<file path="config.mk">
export PLATFORM = sky130hd
export DESIGN_NAME = gap_junction_sequencer
export DESIGN_NICKNAME = d
export VERILOG_FILES = /design/src/rtl/gj_seq_pkg.sv /design/src/rtl/gj_seq_timer.sv /design/src/rtl/gap_junction_sequencer.sv
export SDC_FILE = /design/constraint.sdc
export NUM_CORES = 1
export LEC_CHECK = 0
export ABC_AREA = 1
export CAP_MARGIN = 10
export CORE_ASPECT_RATIO = 1.2
export CORE_MARGIN = 2
export CORE_UTILIZATION = 58
export CTS_CLUSTER_SIZE = 30
export DETAILED_ROUTE_END_ITERATION = 10
export GPL_TIMING_DRIVEN = 0
export PLACE_DENSITY = 0.87
export SLEW_MARGIN = 20
export SYNTH_ARGS = -nofsm -noshare
export SYNTH_HDL_FRONTEND = slang
export SYNTH_HIERARCHICAL = 1
export SYNTH_SLANG_ARGS = --single-unit
</file>
<file path="constraint.sdc">
create_clock -name clk -period 2 [get_ports clk]
set_input_delay 0.4 -clock clk [delete_from_list [all_inputs] [get_ports clk]]
set_output_delay 0.4 -clock clk [all_outputs]
set_load 0.03 [all_outputs]
</file>
<file path="src/rtl/gj_seq_pkg.sv">
// Shared types, widths and the stimulus word pattern for the GapJunction stream sequencer.
package gj_seq_pkg;

  localparam int DATA_W = 32;
  localparam int IDX_W  = 16;
  localparam int LAT_W  = 16;

  typedef enum logic [2:0] {
    S_INIT,
    S_IDLE,
    S_XFER,
    S_DONE,
    S_ERR
  } state_t;

  typedef struct packed {
    logic [IDX_W-1:0] frame_idx;
    logic [IDX_W-1:0] word_idx;
  } stim_word_t;

  function automatic logic [DATA_W-1:0] mk_word(input logic [IDX_W-1:0] frame_idx,
                                                input logic [IDX_W-1:0] word_idx);
    stim_word_t w;
    w.frame_idx = frame_idx;
    w.word_idx  = word_idx;
    return w;
  endfunction

endpackage

</file>
<file path="src/rtl/gj_seq_timer.sv">
// Clearable up-counter that stops at a terminal value and flags it; no stall, result visible next cycle.
module gj_seq_timer #(
  parameter int WIDTH = 16
) (
  input  logic             clk,
  input  logic             reset_n,
  input  logic             load,
  input  logic             en,
  input  logic [WIDTH-1:0] terminal,
  output logic             tc
);

  logic [WIDTH-1:0] count;

  assign tc = (count == terminal);

  always_ff @(posedge clk or negedge reset_n) begin
    if (!reset_n) begin
      count <= '0;
    end else if (load) begin
      count <= '0;
    end else if (en && !tc) begin
      count <= count + WIDTH'(1);
    end
  end

endmodule

</file>
<file path="src/rtl/gap_junction_sequencer.sv">
// Streams NUM_FRAMES stimulus frames into the GapJunction core and drains/checks its results; stimulus waits on TREADY, results always accepted in S_XFER.
// Optional GJ_SEQ_LATENCY_EN builds the first-beat-to-result-TLAST latency tracker behind latency_max.
module gap_junction_sequencer
  import gj_seq_pkg::*;
#(
  parameter int STARTUP_CYCLES = 20000,
  parameter int FRAME_WORDS    = 16,
  parameter int NUM_FRAMES     = 8,
  parameter int TIMEOUT_CYCLES = 4096
) (
  input  logic              clk,
  input  logic              reset_n,
  input  logic              start,
  output logic [DATA_W-1:0] input_r_TDATA_0,
  output logic              input_r_TVALID_0,
  output logic              input_r_TLAST_0,
  input  logic              input_r_TREADY_0,
  input  logic              output_r_TVALID_0,
  input  logic              output_r_TLAST_0,
  output logic              output_r_TREADY_0,
  output logic              busy,
  output logic              done,
  output logic              timeout_err,
  output logic              len_err,
  output logic [7:0]        frame_count,
  output logic [LAT_W-1:0]  latency_max
);

  localparam int ST_W = $clog2(STARTUP_CYCLES + 2);
  localparam int TO_W = $clog2(TIMEOUT_CYCLES + 2);
  localparam logic [ST_W-1:0]  ST_TERM   = ST_W'(STARTUP_CYCLES);
  localparam logic [TO_W-1:0]  TO_TERM   = TO_W'(TIMEOUT_CYCLES);
  localparam logic [IDX_W-1:0] LAST_WORD = IDX_W'(FRAME_WORDS - 1);
  localparam logic [IDX_W:0]   RX_LEN    = (IDX_W + 1)'(FRAME_WORDS);
  localparam logic [7:0]       LAST_FRM  = 8'(NUM_FRAMES - 1);

  state_t state, state_nxt;

  logic [IDX_W-1:0] frame_idx;
  logic [IDX_W-1:0] word_idx;
  logic [IDX_W:0]   rx_cnt;
  logic [7:0]       frame_cnt;
  logic             send_done;
  logic             rx_done;
  logic             timeout_q;
  logic             len_err_q;

  logic in_xfer, tx_vld, tx_beat, last_word;
  logic rx_beat, rx_last_beat, send_fin, rx_fin;
  logic frame_close, final_frame, pending, timed_out, run_start;
  logic st_tc, to_tc;

  assign in_xfer      = (state == S_XFER);
  assign tx_vld       = in_xfer && !send_done;
  assign tx_beat      = tx_vld && input_r_TREADY_0;
  assign last_word    = (word_idx == LAST_WORD);
  assign rx_beat      = in_xfer && output_r_TVALID_0;
  assign rx_last_beat = rx_beat && output_r_TLAST_0;
  assign send_fin     = send_done || (tx_beat && last_word);
  assign rx_fin       = rx_done || rx_last_beat;
  assign frame_close  = in_xfer && send_fin && rx_fin;
  assign final_frame  = (frame_cnt == LAST_FRM);
  // Result owed for a fully sent frame: the only window in which a stall is an error.
  assign pending      = in_xfer && send_done && !rx_done;
  assign timed_out    = pending && to_tc && !rx_beat;
  assign run_start    = start && ((state == S_IDLE) || (state == S_DONE) || (state == S_ERR));

  gj_seq_timer #(.WIDTH(ST_W)) u_settle (
    .clk      (clk),
    .reset_n  (reset_n),
    .load     (1'b0),
    .en       (state == S_INIT),
    .terminal (ST_TERM),
    .tc       (st_tc)
  );

  gj_seq_timer #(.WIDTH(TO_W)) u_timeout (
    .clk      (clk),
    .reset_n  (reset_n),
    .load     (!pending || rx_beat || run_start),
    .en       (pending),
    .terminal (TO_TERM),
    .tc       (to_tc)
  );

  always_ff @(posedge clk or negedge reset_n) begin
    if (!reset_n) begin
      state <= S_INIT;
    end else begin
      state <= state_nxt;
    end
  end

  always_comb begin
    state_nxt = state;
    unique case (state)
      S_INIT: if (st_tc) state_nxt = S_IDLE;
      S_IDLE, S_DONE, S_ERR: if (start) state_nxt = S_XFER;
      S_XFER: begin
        if (frame_close && final_frame) begin
          state_nxt = S_DONE;
        end else if (timed_out) begin
          state_nxt = S_ERR;
        end
      end
      default: state_nxt = S_INIT;
    endcase
  end

  always_ff @(posedge clk or negedge reset_n) begin
    if (!reset_n) begin
      frame_idx <= '0;
      word_idx  <= '0;
      rx_cnt    <= '0;
      frame_cnt <= '0;
      send_done <= 1'b0;
      rx_done   <= 1'b0;
      timeout_q <= 1'b0;
      len_err_q <= 1'b0;
    end else if (run_start) begin
      frame_idx <= '0;
      word_idx  <= '0;
      rx_cnt    <= '0;
      frame_cnt <= '0;
      send_done <= 1'b0;
      rx_done   <= 1'b0;
      timeout_q <= 1'b0;
      len_err_q <= 1'b0;
    end else if (in_xfer) begin
      if (tx_beat) begin
        if (last_word) begin
          word_idx  <= '0;
          send_done <= 1'b1;
        end else begin
          word_idx <= word_idx + IDX_W'(1);
        end
      end
      if (rx_beat) begin
        if (output_r_TLAST_0) begin
          rx_cnt  <= '0;
          rx_done <= 1'b1;
          if ((rx_cnt + (IDX_W + 1)'(1)) != RX_LEN) len_err_q <= 1'b1;
        end else begin
          rx_cnt <= rx_cnt + (IDX_W + 1)'(1);
        end
      end
      // Closing a frame re-arms both halves; it must win over the flags set above.
      if (frame_close) begin
        frame_cnt <= frame_cnt + 8'd1;
        send_done <= 1'b0;
        rx_done   <= 1'b0;
        if (!final_frame) frame_idx <= frame_idx + IDX_W'(1);
      end
      if (timed_out) timeout_q <= 1'b1;
    end
  end

`ifdef GJ_SEQ_LATENCY_EN
  logic [LAT_W-1:0] lat_cnt;
  logic [LAT_W-1:0] lat_max;
  logic             lat_run;

  always_ff @(posedge clk or negedge reset_n) begin
    if (!reset_n) begin
      lat_cnt <= '0;
      lat_max <= '0;
      lat_run <= 1'b0;
    end else if (run_start) begin
      lat_cnt <= '0;
      lat_max <= '0;
      lat_run <= 1'b0;
    end else if (in_xfer) begin
      if (lat_run && (lat_cnt != '1)) lat_cnt <= lat_cnt + LAT_W'(1);
      if (tx_beat && (word_idx == '0)) begin
        lat_run <= 1'b1;
        lat_cnt <= '0;
      end
      if (rx_last_beat && lat_run) begin
        lat_run <= 1'b0;
        if (lat_cnt > lat_max) lat_max <= lat_cnt;
      end
    end else begin
      lat_run <= 1'b0;
    end
  end

  assign latency_max = lat_max;
`else
  assign latency_max = '0;
`endif

  assign input_r_TDATA_0   = mk_word(frame_idx, word_idx);
  assign input_r_TVALID_0  = tx_vld;
  assign input_r_TLAST_0   = tx_vld && last_word;
  assign output_r_TREADY_0 = in_xfer;
  assign busy              = in_xfer;
  assign done              = (state == S_DONE);
  assign timeout_err       = timeout_q;
  assign len_err           = len_err_q;
  assign frame_count       = frame_cnt;

endmodule

</file>
# == Word-level counts from Yosys, hierarchy flattened ==
# Cells that the tools add are included.
# totals
wordCells,121
in_bits,6
reg_bits,92
# op_classes
n_reduce_logical,51
addsub,6
muxes,40
n_eq_ne,13
# ops
op,count
16-bit two-way mux,8
17-bit two-way mux,4
16-bit by 1-bit adder with 16-bit output (second input constant),2
13-bit two-way mux,2
8-bit two-way mux,3
1-bit two-way mux,18
17-bit by 1-bit adder with 17-bit output (second input constant),1
17-bit by 5-bit != test with 1-bit output (second input constant),1
16-bit by 4-bit equality test with 1-bit output (second input constant),1
1-bit logical AND,16
2-bit nonzero test,8
15-bit by 1-bit adder with 15-bit output (second input constant),1
15-bit equality test (second input constant),1
13-bit by 1-bit adder with 13-bit output (second input constant),1
13-bit equality test (second input constant),1
3-bit two-way mux,4
3-bit AND reduction,4
3-bit nonzero test,4
3-bit case mux with 3 select lines,1
8-bit by 1-bit adder with 8-bit output (second input constant),1
8-bit by 3-bit equality test with 1-bit output (second input constant),1
2-bit AND reduction,4
3-bit by 2-bit equality test with 1-bit output (second input constant),2
1-bit zero test,6
9 further kinds,15

# == Longest topological paths before layout ==
# depth
ltp_word,10
depth_mapped,17
ltp_nobuf,15

# == Modules after synthesis ==
# The synthesis kept the hierarchy.
# by_module_without_submodules
module,seq_area_each_um2,instances,area_per_inst_um2,cells_per_inst
gap_junction_sequencer,1601.5,1,3951.3,536
gj_seq_timer (u_settle),375.4,1,1311.3,219
gj_seq_timer (u_timeout),325.3,1,1197.4,200

# == Worst setup path before layout ==
# Ideal clock, no wire load.
# synth_timing
path_type,flip-flop to flip-flop
startpoint,register word_idx[1]
endpoint,register frame_idx[5]
period_less_slack_ps,2045
n_path_buf,1
setup_time_ps,135
setup_slack_ps,-45
path_stages_with_launch,14
t_arrival_ps,1910
path_cell_list,dfrtp_1 ha_1 nand2_1 nor2_1 inv_1 nor2_1 nand3_1 nand2_2 nand3_4 nand2_2 inv_2 buf_6 nand2_1 o31ai_1
# synth_via
elab_chain_cells,7
# synth_rtl
item,line,source
start: declaration,gap_junction_sequencer.sv:40,logic [IDX_W-1:0] word_idx;
start signal: assignment,gap_junction_sequencer.sv:135,word_idx <= word_idx + IDX_W'(1);
16-bit by 4-bit equality test with 1-bit output,gap_junction_sequencer.sv:56,assign last_word = (word_idx == LAST_WORD);
1-bit logical AND,gap_junction_sequencer.sv:59,assign send_fin = send_done || (tx_beat && last_word);
1-bit logical OR,gap_junction_sequencer.sv:59,
1-bit logical AND (2 in a row),gap_junction_sequencer.sv:61,assign frame_close = in_xfer && send_fin && rx_fin;
2-bit nonzero test (no line),n/a,
3-bit AND reduction (no line),n/a,
end signal: assignment,gap_junction_sequencer.sv:152,if (!final_frame) frame_idx <= frame_idx + IDX_W'(1);
end: declaration,gap_junction_sequencer.sv:39,logic [IDX_W-1:0] frame_idx;
# Every way passes these cells.
# A chain may end at the register's enable or synchronous reset.

# == Final worst setup path ==
# layout_timing
startpoint,register word_idx[6]
endpoint,output input_r_TDATA_0[6]
# layout_lines
item,line,source
end: declaration,gap_junction_sequencer.sv:14,"output logic [DATA_W-1:0] input_r_TDATA_0,"
# No word-level cell between the ends.

==> flow_metrics.env <==
export IMPL_start_kind="flip-flop"
export IMPL_htree_levels=3
export IMPL_finalSetupViolCount=0
export IMPL_max_freq_mhz=504.6
export IMPL_fin_skew_ns=0.006629
export IMPL_seq_area_frac_synth=0.3564
export IMPL_synth_top_flop_cell="dfrtp_1"
export IMPL_min_period_ns=1.982
export IMPL_startpoint="word_idx[6]"
export IMPL_antenna_found_initial=0
export IMPL_synth_warnings=6
export IMPL_arrival_ns=1.58
export IMPL_synth_edf_count=0
export IMPL_die_w_um=100.3
export IMPL_placedCellCount=1206
export IMPL_ant_nets=0
export IMPL_p_leak_nw=4.006
export IMPL_cts_sinks=92
export IMPL_syn_inst=955
export IMPL_layout_setup_ws_ns=0.01811
export IMPL_stdcell_count=1251
export IMPL_synth_distinct_cells=43
export IMPL_dieHeight_um=119.6
export IMPL_worstSetupPathType="reg2out"
export IMPL_cp_max_fo=6
export IMPL_final_max_slew_viol_count=0
export IMPL_yosysTopAreaCell="dfrtp_1"
export IMPL_coreArea_um2=10930
export IMPL_cts_tree="built"
export IMPL_powerDensity_nw_per_um2=728.6
export IMPL_drive_gt1_frac=0.1439
export IMPL_required_ns=1.60
export IMPL_die_area_um2=12000
export IMPL_drtIter0Drc=478
export IMPL_synthTopCellsByArea="dfrtp_1 36%, nand2_1 16%, inv_1 7.6%"
export IMPL_portBuffers=52
export IMPL_rr_startpoint="state[2]"
export IMPL_post_route_period_util=0.9909
export IMPL_synth_area_um2=6460
export IMPL_p_total_mw=5.873
export IMPL_rsz0062_at_grt="true"
export IMPL_vias_per_cell=5.278
export IMPL_gp_congestion=0.9191
export IMPL_dp_hpwl_mm=11.24
export IMPL_status="complete, no violations"
export IMPL_min_path_type="in2async"
export IMPL_initial_utilization=0.5910
export IMPL_synth_top_area_frac=0.3564
export IMPL_clk_pin_slew_ns=0.07
export IMPL_routed_wl_mm=16.58
export IMPL_io_pins=69
export IMPL_synthArstFlopShare=1.000
export IMPL_route_detailed_drc=0
export IMPL_grt_max_degree=60
export IMPL_grt_pass1_wl_mm=26.19
export IMPL_hold_violations=0
export IMPL_crit_path_end_kind="output pin"
export IMPL_wl_per_cell_um=13.25
export IMPL_final_nets=1126
export IMPL_grtUsageTotal=0.2657
export IMPL_area_growth_syn_to_layout_pct=24.77
export IMPL_cts_buffer_depth=2
export IMPL_synth_seq_cells=92
export IMPL_first_global_vias=5887
export IMPL_overflow=0
export IMPL_vdd_drop_max_v=0.0008538
export IMPL_reg2reg_slack_ns=0.06
export IMPL_rows=42
export IMPL_clkLatencyLatePin_ns=0.34
export IMPL_dr_pass1_iters=5
export IMPL_pre_cts_slack_ns=-0.2614
export IMPL_diodes=0
export IMPL_max_cap_violations=0
export IMPL_avgSynthCellArea_um2=6.764
export IMPL_cts_made_buffers=9
export IMPL_cts_root_buf="clkbuf_16"
export IMPL_num_vias=6603
[report_power, final]
group	total (mW)	leakage [nW]	switching, mW	internal (mW)
Clock	1.63	0.136	0.717	0.912
Sequential	2.22	1.25	0.201	2.02
Combinational	2.02	2.62	1.34	0.684
Total	5.87	4.01	2.25	3.62
[sequential cells by signal, indices dropped and copies added (netlist names)]
name	count
send_done	1
frame_count	8
rx_cnt	17
len_err	1
u_settle/count	15
state	3
word_idx	16
rx_done	1
frame_idx	16
timeout_err	1
u_timeout/count	13
[what timing repair did]
action / CTS / global route
endpoints found under the setup margin: 34 / 72
pin swaps: 3 / 16
hold endpoints to repair: 33 / 0
setup buffers: 3 / 27
resized for setup: 22 / 58
hold buffers: 1 / 0
[final cells by class]
type | count | area, um^2
multi-input cells | 746 | 3704
fillers | 844 | 2870
clock buffers | 13 | 260.3
clock inverters | 3 | 21.27
flip-flops and latches | 92 | 2320
inverters | 139 | 521.8
well taps | 132 | 165.2
repair buffers | 84 | 774.5
plain buffers | 42 | 294.0
[cell usage after synthesis (3+ instances only)]
library cell / number
nand2_4: 5
nor2_2: 3
nand2_1: 280
buf_6: 3
o31ai_1: 8
ha_1: 6
nor2_1: 103
dfrtp_1: 92
nor2_4: 4
o22ai_1: 4
inv_1: 130
nand4_1: 51
nor4_1: 5
nor3_1: 19
o211ai_1: 3
xor2_1: 24
o21ai_0: 33
inv_2: 7
nand3_1: 82
clkbuf_1: 5
nand2_2: 4
buf_4: 20
a21oi_1: 16
xnor2_1: 9
buf_2: 12
nand3b_1: 3
[metal layers]
metal,part of all wire,global-route usage,vias to the layer above
met3,0.061,0.03960,33
met5,0,0,-
met4,0.021,0.1293,0
met1,0.41,0.3417,3045
met2,0.51,0.4362,231
li1,-,-,3294
[cells by family (layout without fill, tap and decap cells)]
family | after synthesis | count (layout) | share of synthesized area
buf+inv | 183 | 281 | 0.1257
other cells | 2 | 68 | 0.001163
flops | 92 | 92 | 0.3564
xor+xnor | 33 | 33 | 0.04474
compound gates | 71 | 71 | 0.06353
fa+ha+maj | 6 | 6 | 0.01162
simple gates | 568 | 568 | 0.3969
[cells in the final DEF (no fill, tap or decap), types with 11 or more instances in the layout]
cell type        count
clkdlybuf4s50_1     45
nand2_1            276
conb_1              68
nand3_1             81
inv_2               15
a21oi_1             15
buf_2               11
nor3_1              19
dfrtp_1             78
nor2_1              93
inv_1              122
dfrtp_2             14
o21ai_0             33
xor2_1              24
nand4_1             51
buf_4               48
[critical path: stages, from the launching register on]
cell,delay [ns]
dfrtp_2,0.44
buf_4,0.14
clkdlybuf4s50_1,0.66
[stage by stage]
stage / TNS, ns / cell area [um^2] / utilization / hold WS [ns]
2_1_floorplan: -0.2028 / 6710 / - / 0.1044
6_report: 0 / 8060 / 0.7374 / 0.5062
3_5_place_dp: -8.114 / 7425 / 0.6793 / 0.3083
5_1_grt: -0.2402 / 8060 / 0.7374 / 0.5421
3_3_place_gp: -276.96 / 7396 / 0.6766 / 0.4797
4_1_cts: -0.07153 / 7754 / 0.7094 / 0.5124
[path summary, 6_finish.rpt]
kind                                            to  cells after the start
worst max-delay path            input_r_TDATA_0[6]                      2
worst min-delay path                  frame_idx[8]                      2
worst max register to register  u_timeout/count[7]                      8
worst min register to register         timeout_err                      2
max in group asynchronous       u_timeout/count[6]                      3
min in group clk                       timeout_err                      2
Note: power is estimated with default switching activity, not from simulation.
